[config.mk]
export PLATFORM = sky130hd
export DESIGN_NAME = instruction_fetch
export DESIGN_NICKNAME = d
export VERILOG_FILES = /design/src/rtl/instruction_fetch_pkg.sv /design/src/rtl/fetch_buffer.sv /design/src/rtl/instruction_fetch.sv
export SDC_FILE = /design/constraint.sdc
export NUM_CORES = 1
export LEC_CHECK = 0
export CAP_MARGIN = 20
export CORE_MARGIN = 2
export CORE_UTILIZATION = 40
export DETAILED_ROUTE_END_ITERATION = 10
export GPL_TIMING_DRIVEN = 0
export PLACE_DENSITY = 0.71
export SLEW_MARGIN = 20
export SYNTH_ARGS = -nofsm -noshare
export SYNTH_HDL_FRONTEND = slang
export SYNTH_SLANG_ARGS = --single-unit
[constraint.sdc]
create_clock -name clk -period 6.6 [get_ports clk]
set_clock_uncertainty 0.15 [all_clocks]
set_input_delay 0.99 -clock clk [delete_from_list [all_inputs] [get_ports clk]]
set_output_delay 0.99 -clock clk [all_outputs]
set_load 0.1 [all_outputs]
[src/rtl/instruction_fetch_pkg.sv]
// Shared definitions for the instruction fetch unit: FSM encoding and
// address constants.
package instruction_fetch_pkg;

  typedef enum logic {
    ST_RUN   = 1'b0,
    ST_DRAIN = 1'b1
  } fetch_state_e;

  localparam logic [31:0] DEFAULT_RESET_PC = 32'h0000_0000;
  localparam logic [31:0] PC_STEP          = 32'd4;

endpackage

[src/rtl/fetch_buffer.sv]
// Synchronous FIFO with flush; the head entry is presented directly from
// storage and reads as zero when the FIFO is empty.
module fetch_buffer #(
  parameter int WIDTH = 64,
  parameter int DEPTH = 2,
  parameter int CNT_W = $clog2(DEPTH + 1)
) (
  input  logic             clk,
  input  logic             reset,
  input  logic             flush,
  input  logic             push,
  input  logic [WIDTH-1:0] push_data,
  input  logic             pop,
  output logic [WIDTH-1:0] pop_data,
  output logic             full,
  output logic             empty,
  output logic [CNT_W-1:0] count
);

  localparam int PTR_W = (DEPTH > 1) ? $clog2(DEPTH) : 1;
  localparam logic [PTR_W-1:0] LAST_PTR = PTR_W'(DEPTH - 1);

  logic [WIDTH-1:0] mem_q [DEPTH];
  logic [PTR_W-1:0] wr_ptr_q, wr_ptr_d;
  logic [PTR_W-1:0] rd_ptr_q, rd_ptr_d;
  logic [CNT_W-1:0] count_q, count_d;
  logic             do_push, do_pop;

  function automatic logic [PTR_W-1:0] ptr_inc(input logic [PTR_W-1:0] p);
    return (p == LAST_PTR) ? '0 : p + PTR_W'(1);
  endfunction

  assign empty    = (count_q == '0);
  assign full     = (count_q == CNT_W'(DEPTH));
  assign count    = count_q;
  assign pop_data = empty ? '0 : mem_q[rd_ptr_q];

  // A pop frees the slot the same cycle, so push into a full FIFO is legal then.
  assign do_pop  = pop && !empty;
  assign do_push = push && (!full || do_pop);

  always_comb begin
    wr_ptr_d = wr_ptr_q;
    rd_ptr_d = rd_ptr_q;
    count_d  = count_q;
    if (flush) begin
      wr_ptr_d = '0;
      rd_ptr_d = '0;
      count_d  = '0;
    end else begin
      if (do_push) wr_ptr_d = ptr_inc(wr_ptr_q);
      if (do_pop)  rd_ptr_d = ptr_inc(rd_ptr_q);
      if (do_push && !do_pop)      count_d = count_q + CNT_W'(1);
      else if (!do_push && do_pop) count_d = count_q - CNT_W'(1);
    end
  end

  always_ff @(posedge clk) begin
    if (reset) begin
      wr_ptr_q <= '0;
      rd_ptr_q <= '0;
      count_q  <= '0;
    end else begin
      wr_ptr_q <= wr_ptr_d;
      rd_ptr_q <= rd_ptr_d;
      count_q  <= count_d;
    end
  end

  always_ff @(posedge clk) begin
    if (!reset && !flush && do_push) mem_q[wr_ptr_q] <= push_data;
  end

endmodule

[src/rtl/instruction_fetch.sv]
// Instruction fetch unit: credit-limited request issue, in-order response
// buffering, and redirect with draining of stale in-flight responses.
module instruction_fetch
  import instruction_fetch_pkg::*;
#(
  parameter logic [31:0] RESET_PC = DEFAULT_RESET_PC,
  parameter int          DEPTH    = 2
) (
  input  logic        clk,
  input  logic        reset,
  output logic        imem_req,
  output logic [31:0] imem_addr,
  input  logic        imem_ready,
  input  logic        imem_rvalid,
  input  logic [31:0] imem_rdata,
  input  logic        redirect,
  input  logic [31:0] redirect_pc,
  output logic        if_valid,
  output logic [31:0] if_pc,
  output logic [31:0] if_instruction,
  input  logic        if_ready
);

  localparam int CNT_W = $clog2(DEPTH + 1);

  fetch_state_e     state_q, state_d;
  logic [31:0]      fetch_pc_q, fetch_pc_d;
  logic [CNT_W-1:0] drop_q, drop_d;

  logic [CNT_W-1:0] outstanding, buf_count;
  logic [CNT_W:0]   credit_used;
  logic             req_fire, resp_fire, ob_push, ob_pop;
  logic             pcq_full, pcq_empty, ob_full, ob_empty;
  logic [31:0]      pcq_head;
  logic [63:0]      ob_head;
  logic             unused_sigs;

  // The in-flight pc queue occupancy doubles as the outstanding-request count.
  fetch_buffer #(.WIDTH(32), .DEPTH(DEPTH), .CNT_W(CNT_W)) u_pc_queue (
    .clk       (clk),
    .reset     (reset),
    .flush     (redirect),
    .push      (req_fire),
    .push_data (fetch_pc_q),
    .pop       (resp_fire),
    .pop_data  (pcq_head),
    .full      (pcq_full),
    .empty     (pcq_empty),
    .count     (outstanding)
  );

  fetch_buffer #(.WIDTH(64), .DEPTH(DEPTH), .CNT_W(CNT_W)) u_out_buf (
    .clk       (clk),
    .reset     (reset),
    .flush     (redirect),
    .push      (ob_push),
    .push_data ({pcq_head, imem_rdata}),
    .pop       (ob_pop),
    .pop_data  (ob_head),
    .full      (ob_full),
    .empty     (ob_empty),
    .count     (buf_count)
  );

  assign credit_used = {1'b0, buf_count} + {1'b0, outstanding};
  assign imem_req    = !reset && (state_q == ST_RUN) && !redirect &&
                       (credit_used < (CNT_W + 1)'(DEPTH));
  assign imem_addr   = fetch_pc_q;
  assign req_fire    = imem_req && imem_ready;

  // A response in the redirect cycle still retires its request but is dropped.
  assign resp_fire = imem_rvalid && !pcq_empty && (state_q == ST_RUN);
  assign ob_push   = resp_fire && !redirect;
  assign ob_pop    = !ob_empty && if_ready && !redirect;

  assign if_valid       = !ob_empty;
  assign if_pc          = ob_head[63:32];
  assign if_instruction = ob_head[31:0];

  assign unused_sigs = ^{redirect_pc[1:0], pcq_full, ob_full};

  always_comb begin
    fetch_pc_d = fetch_pc_q;
    drop_d     = drop_q;
    state_d    = state_q;
    if (redirect)      fetch_pc_d = {redirect_pc[31:2], 2'b00};
    else if (req_fire) fetch_pc_d = fetch_pc_q + PC_STEP;
    case (state_q)
      ST_RUN: begin
        if (redirect) begin
          drop_d  = outstanding - CNT_W'(resp_fire);
          state_d = (drop_d != '0) ? ST_DRAIN : ST_RUN;
        end
      end
      ST_DRAIN: begin
        if (imem_rvalid && drop_q != '0) drop_d = drop_q - CNT_W'(1);
        if (drop_d == '0) state_d = ST_RUN;
      end
      default: state_d = ST_RUN;
    endcase
  end

  always_ff @(posedge clk) begin
    if (reset) begin
      state_q    <= ST_RUN;
      fetch_pc_q <= RESET_PC;
      drop_q     <= '0;
    end else begin
      state_q    <= state_d;
      fetch_pc_q <= fetch_pc_d;
      drop_q     <= drop_d;
    end
  end

endmodule

==> results of run 1 <==
[worst reg2reg max path, stage by stage (launching register included)]
cell and delay (ns):
sky130_fd_sc_hd__dfxtp_1 0.43, sky130_fd_sc_hd__and2_1 0.17, sky130_fd_sc_hd__fa_1 0.47, sky130_fd_sc_hd__nor4b_2 0.89, sky130_fd_sc_hd__nand2_2 0.28, sky130_fd_sc_hd__a31oi_1 0.44
sky130_fd_sc_hd__and2_2 0.74
[state kept, by name (all words and copies together), names as in the netlist, named ones only]
signal               flops
u_out_buf.rd_ptr_q       1
u_pc_queue.rd_ptr_q      1
u_pc_queue.wr_ptr_q      1
imem_addr               30
drop_q                   2
state_q                  1
u_out_buf.wr_ptr_q       1
u_pc_queue.count         2
u_pc_queue.mem_q        60
u_out_buf.count          2
u_out_buf.mem_q        124
[cell families after synthesis]
kind of cell,count (synthesis)
AND/OR/NAND/NOR,228
flip-flops,227
AO/OA/AOI/OAI,60
buffers and inverters,48
XOR/XNOR,23
other,1
multiplexers,98
adder cells (fa/ha/maj),6
[report_power, final]
group | internal, mW | switching (mW)
Sequential | 1.57 | 0.0293
Clock | 0.781 | 0.530
Combinational | 0.103 | 0.222
Total | 2.45 | 0.781
[worst min-delay path by stage]
stage / startpoint / end / depth (start not counted)
after CTS: u_pc_queue.rd_ptr_q$_SDFFE_PP0P_ / flip-flop / 2
after global placement: u_out_buf.rd_ptr_q$_SDFFE_PP0P_ / u_out_buf.rd_ptr_q$_SDFFE_PP0P_ / 2
final: u_pc_queue.rd_ptr_q$_SDFFE_PP0P_ / flip-flop / 2
after floorplan: u_out_buf.rd_ptr_q$_SDFFE_PP0P_ / flip-flop / 2
after detailed placement: u_pc_queue.rd_ptr_q$_SDFFE_PP0P_ / flip-flop / 2
after global routing: imem_addr[31]$_SDFFE_PP0P_ / u_pc_queue.mem_q[1][31]$_DFFE_PP_ / 0
[metal layers]
| layer | GRT usage | up-vias |
|---|---|---|
| met5 | 0 | - |
| met4 | 0.0533 | 0 |
| met3 | 0.0305 | 37 |
| met2 | 0.280 | 212 |
| met1 | 0.213 | 2821 |
| li1 | - | 2929 |
[final cells by class]
type / count / area (µm²) / area share
flip-flops and latches: 227 / 6390 / 0.520
multi-input cells: 419 / 2770 / 0.226
repair buffers: 165 / 1730 / 0.141
clock buffers: 33 / 696 / 0.0567
well taps: 313 / 392 / 0.0319
plain buffers: 38 / 173 / 0.0141
clock inverters: 11 / 95.1 / 0.00775
inverters: 10 / 37.5 / 0.00306
[metrics by stage]
| stage | util | hold slack, ns | TNS [ns] | setup WS (ns) | total power [mW] |
|---|---|---|---|---|---|
| after global placement | 0.498 | 0.336 | -39.03 | -0.635 | 1.95 |
| after floorplan | - | 0.322 | 0 | 1.03 | 1.84 |
| final | 0.539 | 0.387 | 0 | 2.10 | 3.24 |
| after global routing | 0.539 | 0.399 | 0 | 1.87 | 3.35 |
| after detailed placement | 0.504 | 0.375 | 0 | 2.12 | 1.95 |
| after CTS | 0.539 | 0.389 | 0 | 1.93 | 3.27 |
[placed cells by master (no fill, tap or decap), types with 3 or more instances in the layout]
cell type,synthesis,routed
sky130_fd_sc_hd__edfxtp_1,184,184
sky130_fd_sc_hd__clkdlybuf4s50_1,0,160
sky130_fd_sc_hd__nor2_1,134,133
sky130_fd_sc_hd__mux2i_1,93,93
sky130_fd_sc_hd__dfxtp_1,43,43
sky130_fd_sc_hd__clkbuf_1,26,30
sky130_fd_sc_hd__nand2_1,30,30
sky130_fd_sc_hd__clkbuf_16,0,25
sky130_fd_sc_hd__a21oi_1,22,22
sky130_fd_sc_hd__nand4_1,15,15
sky130_fd_sc_hd__xor2_1,14,14
sky130_fd_sc_hd__nand3_1,11,11
sky130_fd_sc_hd__a211oi_1,11,11
sky130_fd_sc_hd__inv_1,10,10
sky130_fd_sc_hd__xnor2_1,9,9
sky130_fd_sc_hd__and3_1,8,7
sky130_fd_sc_hd__buf_1,6,6
sky130_fd_sc_hd__o21ai_0,6,6
sky130_fd_sc_hd__o211ai_1,5,5
sky130_fd_sc_hd__ha_1,5,5
sky130_fd_sc_hd__clkinv_2,0,5
sky130_fd_sc_hd__a31oi_1,4,4
sky130_fd_sc_hd__nor4_1,4,4
sky130_fd_sc_hd__buf_4,4,4
sky130_fd_sc_hd__conb_1,1,4
sky130_fd_sc_hd__clkbuf_8,0,4
sky130_fd_sc_hd__buf_16,0,4
sky130_fd_sc_hd__and2_1,4,3
sky130_fd_sc_hd__mux2_2,3,3
sky130_fd_sc_hd__or3_1,3,3
==> report_table.html, run 1 <==
<table>
<tr><th>Metric</th><th>Value</th></tr>
<tr><th colspan="2">Setup path</th></tr>
<tr><td>CP bufs+invs</td><td>3</td></tr>
<tr><td>CP Cell Sequence</td><td>clkbuf_1 &gt; buf_1 &gt; mux2i_1 &gt; nor2_1 &gt; clkdlybuf4s50_1</td></tr>
<tr><td>Worst-case reg-to-reg path depth</td><td>6</td></tr>
<tr><td>Required time at the endpoint of the critical path</td><td>5.46 ns</td></tr>
<tr><td>Count of cell instances traversed by the critical path</td><td>5</td></tr>
<tr><td>Kind of end point of the critical path</td><td>output port</td></tr>
<tr><td>Reg2Reg Launch Point</td><td>u_out_buf.count[0]$_SDFFE_PP0P_</td></tr>
<tr><td>Slack of the worst reg-to-reg path</td><td>between 2 and 3 ns</td></tr>
<tr><td>Worst Path Class, Setup</td><td>reg -&gt; out</td></tr>
<tr><td>Slowest stage cell on the critical path</td><td>sky130_fd_sc_hd__clkdlybuf4s50_1</td></tr>
<tr><td>Max stage delay on crit path</td><td>roughly 1.2 ns</td></tr>
<tr><td>Top Family by Delay on Critical Path</td><td>buffers and inverters</td></tr>
<tr><td>Kind of launch point of the worst setup path</td><td>flip-flop</td></tr>
<tr><td>Arr. time, crit path</td><td>3.36 ns</td></tr>
<tr><td>Worst reg2reg endpoint</td><td>u_pc_queue.mem_q[1][25]$_DFFE_PP_</td></tr>
<tr><td>Critical Path Sink</td><td>if_pc[19]</td></tr>
<tr><td>Worst-path maximum fanout</td><td>10</td></tr>
<tr><th colspan="2">Synthesis</th></tr>
<tr><td>Adder and majority cell fraction of the synthesized area</td><td>0.00885</td></tr>
<tr><td>Leading area contributor after synthesis</td><td>sky130_fd_sc_hd__edfxtp_1</td></tr>
<tr><td>Multiplexer share of the synthesized area</td><td>0.106</td></tr>
<tr><td>EDFF count, synth</td><td>184</td></tr>
<tr><td>Mean cell area of the mapped netlist</td><td>13.5 µm²</td></tr>
<tr><td>Cell types with the largest area share after synthesis</td><td>sky130_fd_sc_hd__edfxtp_1 59%, sky130_fd_sc_hd__mux2i_1 10%, sky130_fd_sc_hd__dfxtp_1 9.2%</td></tr>
<tr><td>Flip-flop and latch count after synthesis</td><td>between 200 and 250</td></tr>
<tr><td>Fraction of the mapped netlist area in compound gates</td><td>0.0413</td></tr>
<tr><td>Dominant combinational cell family by area after synthesis</td><td>simple AND/OR/NAND/NOR gates</td></tr>
<tr><td>Synthesis Warnings</td><td>0</td></tr>
<tr><td>Area share of xor/xnor cells in the synthesized design</td><td>0.0216</td></tr>
<tr><td>Cell variety after synth</td><td>51</td></tr>
<tr><td>Cell count after synthesis</td><td>691</td></tr>
<tr><td>Share of the yosys chip area belonging to registers</td><td>0.684</td></tr>
<tr><td>Leading cell type by number of instances after synthesis</td><td>sky130_fd_sc_hd__edfxtp_1</td></tr>
<tr><td>Simple-gate share of the synthesized area</td><td>0.115</td></tr>
<tr><td>Share of the synthesized area in the top cell type</td><td>0.592</td></tr>
<tr><td>Async set-reset flop share out of synthesis</td><td>0</td></tr>
<tr><td>Cell area after synthesis</td><td>0.00933 mm²</td></tr>
<tr><td>Most common library cells after synthesis</td><td>184 x sky130_fd_sc_hd__edfxtp_1, 134 x sky130_fd_sc_hd__nor2_1, 93 x sky130_fd_sc_hd__mux2i_1</td></tr>
<tr><td>Top flip-flop cell by instance count after synthesis</td><td>sky130_fd_sc_hd__edfxtp_1</td></tr>
<tr><th colspan="2">Floorplanning</th></tr>
<tr><td>Starting utilization of the core area</td><td>0.410</td></tr>
<tr><td>X dimension of the die</td><td>157 µm</td></tr>
<tr><td>Placeable core area</td><td>0.0228 mm²</td></tr>
<tr><td>Die area</td><td>0.0246 mm²</td></tr>
<tr><td>Die extent in y</td><td>157 µm</td></tr>
<tr><td>I/O pin total</td><td>168</td></tr>
<tr><td>Site row count</td><td>55</td></tr>
<tr><th colspan="2">Cells and area</th></tr>
<tr><td>Fill count</td><td>1,881</td></tr>
<tr><td>Number of nets in the finished design</td><td>about 960</td></tr>
<tr><td>Fraction of layout instances using a drive strength above 1</td><td>0.0720</td></tr>
<tr><td>Synth-to-layout area growth</td><td>31.5%</td></tr>
<tr><td>Number of cells in the finished layout apart from fillers</td><td>1,216</td></tr>
<tr><td>Total inserted antenna cells</td><td>0</td></tr>
<tr><td>Cell area after layout</td><td>~0.012 mm²</td></tr>
<tr><th colspan="2">Clock network</th></tr>
<tr><td>Quantity of gates resized following cts</td><td>0</td></tr>
<tr><td>Setup repair bufs after CTS</td><td>0</td></tr>
<tr><td>Number of buffers inserted by hold repair at cts</td><td>0</td></tr>
<tr><td>Clock buffer count from CTS</td><td>24</td></tr>
<tr><td>Master cell of the clock root buffer</td><td>sky130_fd_sc_hd__clkbuf_16</td></tr>
<tr><td>Clock Sink Count</td><td>between 200 and 250</td></tr>
<tr><td>Insertion delay to the later sink of the worst-skew pair</td><td>0.51 ns</td></tr>
<tr><td>Post-CTS clock slew at the launch and capture registers of the worst setup and hold paths</td><td>0.06 ns</td></tr>
<tr><td>Htree depth</td><td>1</td></tr>
<tr><td>Maximum clock insertion buffer count</td><td>3</td></tr>
<tr><td>CTS tree</td><td>done</td></tr>
<tr><th colspan="2">Timing</th></tr>
<tr><td>Actual slew at the worst max-slew pin</td><td>1.03 ns</td></tr>
<tr><td>Setup repair after global routing missed its margin</td><td>no</td></tr>
<tr><td>Time the final worst path needs with I/O delays and setup</td><td>4.50 ns</td></tr>
<tr><td>Tightest slew margin relative to the limit</td><td>0.308</td></tr>
<tr><td>Final Max Slew Viols</td><td>0</td></tr>
<tr><td>Final Cycle Share</td><td>0.683</td></tr>
<tr><td>Setup violation total in the final timing report</td><td>0</td></tr>
<tr><td>Maximum achievable frequency</td><td>222 MHz</td></tr>
<tr><td>Final Hold Fails</td><td>0</td></tr>
<tr><th colspan="2">Route</th></tr>
<tr><td>Routed wire length</td><td>20,600 µm</td></tr>
<tr><td>DRC violation count after routing</td><td>0</td></tr>
<tr><td>Amount of wire on met3 after detailed routing</td><td>1230 µm</td></tr>
<tr><td>Via total after detailed routing</td><td>5,999</td></tr>
<tr><td>First-iteration detailed-routing DRC count</td><td>343</td></tr>
<tr><td>Length of the first detailed-routing pass in iterations</td><td>4</td></tr>
<tr><td>Detailed-route vias per instance</td><td>4.93</td></tr>
<tr><td>Met1 layer wirelength in the final routing</td><td>between 9000 and 10,000 µm</td></tr>
<tr><td>Post-route antenna net violation count</td><td>0</td></tr>
<tr><td>Met2 wire length</td><td>9670 µm</td></tr>
<tr><td>Uppermost layer routed</td><td>met4</td></tr>
<tr><td>Average wire per standard cell</td><td>17.0 µm</td></tr>
<tr><th colspan="2">Placement</th></tr>
<tr><td>Placed cell area</td><td>approximately 0.011 mm²</td></tr>
<tr><td>Gpl congestion</td><td>0.921</td></tr>
<tr><td>IO buf count</td><td>160</td></tr>
<tr><td>Dpl hpwl</td><td>14,400 µm</td></tr>
<tr><td>Placed Cells</td><td>approximately 1,200</td></tr>
<tr><th colspan="2">Hold path</th></tr>
<tr><td>Worst min-delay path class</td><td>reg -&gt; reg</td></tr>
<tr><th colspan="2">Global routing</th></tr>
<tr><td>Aggregate global routing overflow</td><td>0</td></tr>
<tr><td>Maximum number of pins on one net before global-route repair</td><td>43</td></tr>
<tr><td>Antenna violations before repair</td><td>0</td></tr>
<tr><td>Total track usage</td><td>0.165</td></tr>
<tr><td>Wire length of the first global-routing pass</td><td>31,500 µm</td></tr>
<tr><td>Number of global-route vias before repair</td><td>5,951</td></tr>
<tr><th colspan="2">Flow run</th></tr>
<tr><td>Max Cap Viol</td><td>0</td></tr>
<tr><th colspan="2">Pwr</th></tr>
<tr><td>Ratio of total power to cell area</td><td>264 mW/mm²</td></tr>
<tr><td>Peak supply drop</td><td>0.137 mV</td></tr>
<tr><td>Leakage power</td><td>3.95 nW</td></tr>
<tr><th colspan="2">Status</th></tr>
<tr><td>Result of the run</td><td>completed</td></tr>
</table>
No activity file was read; power rests on OpenSTA's default activity.
==> run 2, diff against run 1 <==
PLACE_DENSITY = 0.73   (was 0.71)
clock period = 4 ns   (was 6.6 ns; I/O delays follow)
==> run 2 against run 1 <==
Worst hold slack worse by 0.019 ns. Critical path type unchanged. Sequential share of layout area is 0.27 points higher. Largest cell class unchanged. Clock power is 78% higher.
==> report_table.html, run 2 (synthesized netlist as in run 1, its figures left out) <==
<table>
<tr><th>Metric</th><th>Value</th></tr>
<tr><th colspan="2">Timing</th></tr>
<tr><td>Final Cycle Share</td><td>0.971</td></tr>
<tr><td>Setup repair after global routing missed its margin</td><td>no</td></tr>
<tr><td>Time the final worst path needs with I/O delays and setup</td><td>3.88 ns</td></tr>
<tr><td>Hold WS</td><td>0.368 ns (-0.0193 ns)</td></tr>
<tr><td>Worst-case setup margin in the final layout</td><td>0.116 ns (-1.98 ns)</td></tr>
<tr><td>Maximum achievable frequency</td><td>257 MHz</td></tr>
<tr><td>Tightest slew margin relative to the limit</td><td>0.302 (-0.00638)</td></tr>
<tr><td>Final Hold Fails</td><td>0 (unchanged)</td></tr>
<tr><td>Final Max Slew Viols</td><td>0 (unchanged)</td></tr>
<tr><td>Setup violation total in the final timing report</td><td>0 (unchanged)</td></tr>
<tr><td>Actual slew at the worst max-slew pin</td><td>1.04 ns (+0.00954 ns)</td></tr>
<tr><th colspan="2">Setup path</th></tr>
<tr><td>Arr. time, crit path</td><td>3.13 ns (-0.23 ns)</td></tr>
<tr><td>Kind of launch point of the worst setup path</td><td>flip-flop</td></tr>
<tr><td>Slowest stage cell on the critical path</td><td>sky130_fd_sc_hd__clkdlybuf4s50_1</td></tr>
<tr><td>CP Cell Sequence</td><td>and2_1 &gt; fa_1 &gt; nor4_2 &gt; clkdlybuf4s50_1</td></tr>
<tr><td>Required time at the endpoint of the critical path</td><td>3.25 ns (-2.21 ns)</td></tr>
<tr><td>Worst-path maximum fanout</td><td>5 (-5)</td></tr>
<tr><td>Kind of end point of the critical path</td><td>output port</td></tr>
<tr><td>Worst Path Class, Setup</td><td>reg -&gt; out</td></tr>
<tr><td>Max stage delay on crit path</td><td>1.19 ns (+0.03 ns)</td></tr>
<tr><th colspan="2">Pwr</th></tr>
<tr><td>Ratio of total power to cell area</td><td>451 mW/mm² (+71%)</td></tr>
<tr><td>Total net switching power</td><td>1.30 mW (+66%)</td></tr>
<tr><td>Peak supply drop</td><td>0.219 mV (+60%)</td></tr>
<tr><td>Internal</td><td>4.21 mW (+71%)</td></tr>
<tr><td>Sw Ratio</td><td>0.236 (-0.00573)</td></tr>
<tr><td>Clock power frac</td><td>0.424 (+0.019)</td></tr>
<tr><td>Fraction of power consumed by combinational cells</td><td>0.097 (-0.003)</td></tr>
<tr><td>Register share of total power</td><td>0.480 (-0.014)</td></tr>
<tr><td>Leakage power</td><td>4.13 nW (+4.6%)</td></tr>
<tr><th colspan="2">Placement</th></tr>
<tr><td>Gpl congestion</td><td>0.913 (-0.90%)</td></tr>
<tr><td>IO buf count</td><td>160 (unchanged)</td></tr>
<tr><td>Dpl hpwl</td><td>14,400 µm (about the same)</td></tr>
<tr><td>Post-placement worst setup slack</td><td>0.104 ns (-2.02 ns)</td></tr>
<tr><th colspan="2">Clock network</th></tr>
<tr><td>Post-CTS clock slew at the launch and capture registers of the worst setup and hold paths</td><td>0.06 ns (about the same)</td></tr>
<tr><td>Clock Sink Count</td><td>227 (unchanged)</td></tr>
<tr><td>CTS tree</td><td>done</td></tr>
<tr><td>Insertion delay to the later sink of the worst-skew pair</td><td>0.51 ns (about the same)</td></tr>
<tr><td>Clock buffer count from CTS</td><td>24 (unchanged)</td></tr>
<tr><td>Quantity of gates resized following cts</td><td>60 (+60)</td></tr>
<tr><td>Master cell of the clock root buffer</td><td>sky130_fd_sc_hd__clkbuf_16</td></tr>
<tr><td>Setup repair bufs after CTS</td><td>0 (unchanged)</td></tr>
<tr><td>Number of buffers inserted by hold repair at cts</td><td>0 (unchanged)</td></tr>
<tr><td>Maximum clock insertion buffer count</td><td>3 (unchanged)</td></tr>
<tr><td>Htree depth</td><td>1 (unchanged)</td></tr>
<tr><th colspan="2">Route</th></tr>
<tr><td>DRC violation count after routing</td><td>0 (unchanged)</td></tr>
<tr><td>Post-route antenna net violation count</td><td>0 (unchanged)</td></tr>
<tr><td>Via total after detailed routing</td><td>6,005 (+0.10%)</td></tr>
<tr><td>First-iteration detailed-routing DRC count</td><td>410 (+20%)</td></tr>
<tr><td>Routed wire length</td><td>20,700 µm (+0.50%)</td></tr>
<tr><td>Average wire per standard cell</td><td>17.1 µm (+0.58%)</td></tr>
<tr><td>Length of the first detailed-routing pass in iterations</td><td>5 (+1)</td></tr>
<tr><td>Detailed-route vias per instance</td><td>4.94 (+0.18%)</td></tr>
<tr><th colspan="2">Cells and area</th></tr>
<tr><td>Most common cell after layout, fill and taps aside</td><td>sky130_fd_sc_hd__edfxtp_1</td></tr>
<tr><td>Fraction of layout instances using a drive strength above 1</td><td>0.0909 (+0.0189)</td></tr>
<tr><td>Total inserted antenna cells</td><td>0 (unchanged)</td></tr>
<tr><td>Largest register by flop count</td><td>u_out_buf.mem_q</td></tr>
<tr><td>Max reg flops</td><td>124 (unchanged)</td></tr>
<tr><td>Number of nets in the finished design</td><td>961 (unchanged)</td></tr>
<tr><td>Fill count</td><td>1,898 (+0.90%)</td></tr>
<tr><td>Leading cell types in the layout, fill and taps excluded</td><td>184 x sky130_fd_sc_hd__edfxtp_1, 133 x sky130_fd_sc_hd__nor2_1, 100 x sky130_fd_sc_hd__clkdlybuf4s50_1</td></tr>
<tr><td>Synth-to-layout area growth</td><td>30.8%</td></tr>
<tr><th colspan="2">Floorplanning</th></tr>
<tr><td>X dimension of the die</td><td>157 µm (unchanged)</td></tr>
<tr><td>I/O pin total</td><td>168 (unchanged)</td></tr>
<tr><td>Starting utilization of the core area</td><td>0.410 (unchanged)</td></tr>
<tr><td>Die extent in y</td><td>157 µm (unchanged)</td></tr>
<tr><td>Die area</td><td>0.0246 mm² (unchanged)</td></tr>
<tr><td>Placeable core area</td><td>0.0228 mm² (unchanged)</td></tr>
<tr><td>Site row count</td><td>55 (unchanged)</td></tr>
<tr><th colspan="2">Global routing</th></tr>
<tr><td>Number of global-route vias before repair</td><td>5,775 (-3.0%)</td></tr>
<tr><td>Antenna violations before repair</td><td>0 (unchanged)</td></tr>
<tr><td>Total track usage</td><td>0.164 (-0.000949)</td></tr>
<tr><td>Maximum number of pins on one net before global-route repair</td><td>46 (+7.0%)</td></tr>
<tr><td>Global Route met1 Usage</td><td>0.218 (+0.00530)</td></tr>
<tr><td>GRT Max-Usage Layer</td><td>met2</td></tr>
<tr><td>Aggregate global routing overflow</td><td>0 (unchanged)</td></tr>
<tr><td>Wire length of the first global-routing pass</td><td>31,300 µm (-0.50%)</td></tr>
<tr><td>Global routing met2 resource utilization</td><td>0.274 (-0.00627)</td></tr>
<tr><td>Met3 track utilization from global routing</td><td>0.0349 (+0.00443)</td></tr>
<tr><th colspan="2">Hold path</th></tr>
<tr><td>Worst min-delay path class</td><td>reg -&gt; reg</td></tr>
<tr><th colspan="2">Status</th></tr>
<tr><td>Result of the run</td><td>completed</td></tr>
<tr><th colspan="2">Flow run</th></tr>
<tr><td>Max Cap Viol</td><td>0 (unchanged)</td></tr>
</table>
[run 2: routing by layer]
metal  up-vias  share of wire  wire, µm
li1       2921              -         -
met1      2828           0.43      8980
met2       225           0.47      9730
met3        31          0.080      1660
met4         0          0.017       349
met5         -              0         0
[run 2: worst max-delay path: cells and delay by family, from the launching register on]
kind          cells  cell delay [ns]
fa+ha+maj         1             0.50
buf+inv           1             1.19
flops             1             0.42
simple gates      2             0.53
[run 2: worst paths after layout]
kind / slack [ns] / cells past startpoint / from / endpoint
setup / recovery: 0.12 / 4 / u_out_buf.count[0]$_SDFFE_PP0P_ / imem_req
hold reg to reg: 0.37 / 2 / u_out_buf.rd_ptr_q$_SDFFE_PP0P_ / u_out_buf.rd_ptr_q$_SDFFE_PP0P_
hold / removal: 0.37 / 2 / u_out_buf.rd_ptr_q$_SDFFE_PP0P_ / u_out_buf.rd_ptr_q$_SDFFE_PP0P_
setup reg to reg: 0.39 / 6 / u_out_buf.count[0]$_SDFFE_PP0P_ / u_pc_queue.mem_q[1][31]$_DFFE_PP_
[run 2: area by class of cell]
class                   instances  area [µm²]  share of cell area
plain buffers                  38         173              0.0141
clock buffers                  30         674              0.0552
repair buffers                165        1590               0.130
multi-input cells             419        2790               0.228
flip-flops and latches        227        6390               0.523
clock inverters                13         173              0.0141
inverters                      10        37.5             0.00307
well taps                     313         392              0.0321
[run 2: per-stage QoR]
step / cells / area, µm² / TNS, ns / total power, mW / util
global route: 1215 / 12200 / 0 / 5.69 / 0.536
floorplan: 694 / 9360 / 0 / 3.03 / -
global placement: 1167 / 11300 / -145.18 / 3.21 / 0.498
detailed placement: 1171 / 11500 / 0 / 3.23 / 0.503
CTS: 1214 / 12200 / 0 / 5.55 / 0.537
finish: 1215 / 12200 / 0 / 5.50 / 0.536
[run 2: power by group through the flow]
stage	logic [mW]	clock network, mW	registers (mW)
global route	0.559	2.49	2.64
finish	0.532	2.33	2.64
floorplan	0.223	0	2.81
detailed placement	0.537	0	2.69
global placement	0.525	0	2.69
CTS	0.533	2.38	2.64
==> run 3, diff against run 2 <==
DONT_BUFFER_PORTS = 1   (was default)
PLACE_DENSITY = 0.63   (was 0.73)
==> run 3 against run 2 <==
Worst setup slack better by 0.14 ns. Utilization shrank 6.1 points. Die area stayed put. Register-to-register slack worse by 0.13 ns. Non-clock buffer count is 161 lower. Power decreased by 6.3%. Combinational power down 47%. Final area fell by 11%. Sequential share of layout area rose by 6.9 points. Routed wire length down 4.6%. Clock-buffer cell count shrank 1. First-iteration DRC count shrank 20%. Highest routed layer unchanged.
==> report_table.html, run 3 (synthesized netlist as in run 1, its figures left out) <==
<table>
<tr><th>Metric</th><th>Value</th></tr>
<tr><th colspan="2">Status</th></tr>
<tr><td>Result of the run</td><td>completed</td></tr>
<tr><th colspan="2">Clock network</th></tr>
<tr><td>Htree depth</td><td>1 (unchanged)</td></tr>
<tr><td>Maximum clock insertion buffer count</td><td>3 (unchanged)</td></tr>
<tr><td>Clock buffer count from CTS</td><td>24 (unchanged)</td></tr>
<tr><td>Master cell of the clock root buffer</td><td>sky130_fd_sc_hd__clkbuf_16</td></tr>
<tr><td>Quantity of gates resized following cts</td><td>1 (-98%)</td></tr>
<tr><td>Post-CTS clock slew at the launch and capture registers of the worst setup and hold paths</td><td>0.06 ns (about the same)</td></tr>
<tr><td>Setup repair bufs after CTS</td><td>0 (unchanged)</td></tr>
<tr><td>Insertion delay to the later sink of the worst-skew pair</td><td>0.51 ns (about the same)</td></tr>
<tr><td>Number of buffers inserted by hold repair at cts</td><td>0 (unchanged)</td></tr>
<tr><td>CTS tree</td><td>done</td></tr>
<tr><td>Clock Sink Count</td><td>227 (unchanged)</td></tr>
<tr><th colspan="2">Timing</th></tr>
<tr><td>Final Hold Fails</td><td>0 (unchanged)</td></tr>
<tr><td>Setup violation total in the final timing report</td><td>0 (unchanged)</td></tr>
<tr><td>Time the final worst path needs with I/O delays and setup</td><td>3.74 ns (-0.140 ns)</td></tr>
<tr><td>Tightest slew margin relative to the limit</td><td>0.215 (-0.0867)</td></tr>
<tr><td>Actual slew at the worst max-slew pin</td><td>1.18 ns (+0.132 ns)</td></tr>
<tr><td>Maximum achievable frequency</td><td>267 MHz (+3.7%)</td></tr>
<tr><td>Final Cycle Share</td><td>0.936 (-0.0351)</td></tr>
<tr><td>Final Max Slew Viols</td><td>0 (unchanged)</td></tr>
<tr><td>Setup repair after global routing missed its margin</td><td>no</td></tr>
<tr><td>Hold WS</td><td>0.0351 ns (-0.333 ns)</td></tr>
<tr><th colspan="2">Setup path</th></tr>
<tr><td>Arr. time, crit path</td><td>3.73 ns (+0.60 ns)</td></tr>
<tr><td>Worst-path maximum fanout</td><td>30 (+25)</td></tr>
<tr><td>Kind of end point of the critical path</td><td>flip-flop</td></tr>
<tr><td>Required time at the endpoint of the critical path</td><td>3.98 ns (+0.73 ns)</td></tr>
<tr><td>Worst Path Class, Setup</td><td>reg -&gt; reg</td></tr>
<tr><td>Kind of launch point of the worst setup path</td><td>flip-flop</td></tr>
<tr><th colspan="2">Placement</th></tr>
<tr><td>Dpl hpwl</td><td>14,300 µm (-0.63%)</td></tr>
<tr><td>Placed cell area</td><td>0.0100 mm² (-12%)</td></tr>
<tr><td>Placed Cells</td><td>1,011 (-14%)</td></tr>
<tr><td>IO buf count</td><td>0 (-100%)</td></tr>
<tr><td>Gpl congestion</td><td>0.911 (-0.15%)</td></tr>
<tr><th colspan="2">Hold path</th></tr>
<tr><td>Worst min-delay path class</td><td>in -&gt; reg</td></tr>
<tr><th colspan="2">Global routing</th></tr>
<tr><td>Total track usage</td><td>0.159 (-0.00474)</td></tr>
<tr><td>Wire length of the first global-routing pass</td><td>30,300 µm (-3.3%)</td></tr>
<tr><td>Aggregate global routing overflow</td><td>0 (unchanged)</td></tr>
<tr><td>Number of global-route vias before repair</td><td>5,567 (-3.6%)</td></tr>
<tr><td>Antenna violations before repair</td><td>0 (unchanged)</td></tr>
<tr><td>Maximum number of pins on one net before global-route repair</td><td>40 (-13%)</td></tr>
<tr><th colspan="2">Route</th></tr>
<tr><td>DRC violation count after routing</td><td>0 (unchanged)</td></tr>
<tr><td>Length of the first detailed-routing pass in iterations</td><td>5 (unchanged)</td></tr>
<tr><td>Detailed-route vias per instance</td><td>5.20 (+5.2%)</td></tr>
<tr><td>Routed wire length</td><td>19,800 µm (-4.6%)</td></tr>
<tr><td>First-iteration detailed-routing DRC count</td><td>330 (-20%)</td></tr>
<tr><td>Average wire per standard cell</td><td>18.7 µm (+9.8%)</td></tr>
<tr><td>Via total after detailed routing</td><td>5,485 (-8.7%)</td></tr>
<tr><td>Post-route antenna net violation count</td><td>0 (unchanged)</td></tr>
<tr><th colspan="2">Cells and area</th></tr>
<tr><td>Fill count</td><td>1,989 (+4.8%)</td></tr>
<tr><td>Total inserted antenna cells</td><td>0 (unchanged)</td></tr>
<tr><td>Most common cell after layout, fill and taps aside</td><td>sky130_fd_sc_hd__edfxtp_1</td></tr>
<tr><td>Cell area after layout</td><td>0.0108 mm² (-11%)</td></tr>
<tr><td>Synth-to-layout area growth</td><td>16.1%</td></tr>
<tr><td>Max reg flops</td><td>124 (unchanged)</td></tr>
<tr><td>Number of cells in the finished layout apart from fillers</td><td>1,055 (-13%)</td></tr>
<tr><td>Leading cell types in the layout, fill and taps excluded</td><td>184 x sky130_fd_sc_hd__edfxtp_1, 93 x sky130_fd_sc_hd__mux2i_1, 70 x sky130_fd_sc_hd__nor2_1</td></tr>
<tr><td>Largest register by flop count</td><td>u_out_buf.mem_q</td></tr>
<tr><td>Fraction of layout instances using a drive strength above 1</td><td>0.204 (+0.113)</td></tr>
<tr><td>Number of nets in the finished design</td><td>800 (-17%)</td></tr>
<tr><th colspan="2">Floorplanning</th></tr>
<tr><td>Die area</td><td>0.0246 mm² (unchanged)</td></tr>
<tr><td>Placeable core area</td><td>0.0228 mm² (unchanged)</td></tr>
<tr><td>I/O pin total</td><td>168 (unchanged)</td></tr>
<tr><td>Site row count</td><td>55 (unchanged)</td></tr>
<tr><td>Starting utilization of the core area</td><td>0.410 (unchanged)</td></tr>
<tr><td>X dimension of the die</td><td>157 µm (unchanged)</td></tr>
<tr><td>Die extent in y</td><td>157 µm (unchanged)</td></tr>
<tr><th colspan="2">Pwr</th></tr>
<tr><td>Leakage power</td><td>3.31 nW (-20%)</td></tr>
<tr><td>Peak supply drop</td><td>0.369 mV (+68%)</td></tr>
<tr><td>Power after layout</td><td>5.16 mW (-6.3%)</td></tr>
<tr><td>Ratio of total power to cell area</td><td>476 mW/mm² (+5.6%)</td></tr>
<tr><th colspan="2">Flow run</th></tr>
<tr><td>Max Cap Viol</td><td>0 (unchanged)</td></tr>
</table>
## run 3: cell count changes in the layout (fill, tap and decap cells not counted), sizes merged
| cell | before | now |
|---|---|---|
| clkbuf | 73 | 55 |
| dlygate4sd2 | 27 | 0 |
| clkdlybuf4s50 | 100 | 0 |
| inv | 10 | 11 |
| clkdlybuf4s15 | 16 | 0 |
| clkinvlp | 4 | 8 |
| buf | 17 | 16 |
| bufinv | 4 | 1 |
## run 3: cell type report
cell class                      count  area [µm²]  area share
Multi-Input combinational cell    419        2950       0.272
Clock buffer                       29         641      0.0591
Clock inverter                     15         123      0.0113
Sequential cell                   227        6410       0.592
Inverter                           10        37.5     0.00346
Buffer                             38         173      0.0159
Timing Repair Buffer                4         103     0.00947
Tap cell                          313         392      0.0361
## run 3: path summary, 6_finish.rpt
kind / from / endpoint / slack [ns] / cells past startpoint
hold reg to reg: u_out_buf.rd_ptr_q$_SDFFE_PP0P_ / u_out_buf.rd_ptr_q$_SDFFE_PP0P_ / 0.36 / 2
setup / recovery: u_out_buf.count[0]$_SDFFE_PP0P_ / u_pc_queue.mem_q[0][25]$_DFFE_PP_ / 0.26 / 6
setup reg to reg: u_out_buf.count[0]$_SDFFE_PP0P_ / u_pc_queue.mem_q[0][25]$_DFFE_PP_ / 0.26 / 6
hold / removal: imem_rdata[7] / u_out_buf.mem_q[0][7]$_DFFE_PP_ / 0.04 / 0
## run 3: routing by layer
layer | track usage | routed length, µm
met5 | 0 | 0
met2 | 0.262 | 9260
met3 | 0.0515 | 1960
met4 | 0.0590 | 539
met1 | 0.196 | 8000
## run 3: critical path, cell delays in order, from the launching register on
cell,delay [ns]
sky130_fd_sc_hd__dfxtp_1,0.42
sky130_fd_sc_hd__and2_1,0.18
sky130_fd_sc_hd__fa_1,0.53
sky130_fd_sc_hd__nor4b_4,0.64
sky130_fd_sc_hd__nand2_2,0.26
sky130_fd_sc_hd__a31oi_1,0.40
sky130_fd_sc_hd__nor2b_4,0.78
## run 3: through the flow
stage | utilization | worst slack [ns] | setup TNS [ns]
finish | 0.476 | 0.256 | 0
global placement | 0.428 | -0.450 | -57.33
detailed placement | 0.441 | 0.0107 | 0
CTS | 0.475 | 0.147 | 0
floorplan | - | 0.386 | 0
global route | 0.476 | 0.00649 | 0
## run 3: where the power goes
part           leakage, nW  total [mW]  internal [mW]  switching, mW
Sequential            2.02        2.79           2.60          0.191
Combinational        0.936       0.282         0.0744          0.207
Clock                0.350        2.09           1.22          0.874
Total                 3.31        5.16           3.88           1.27
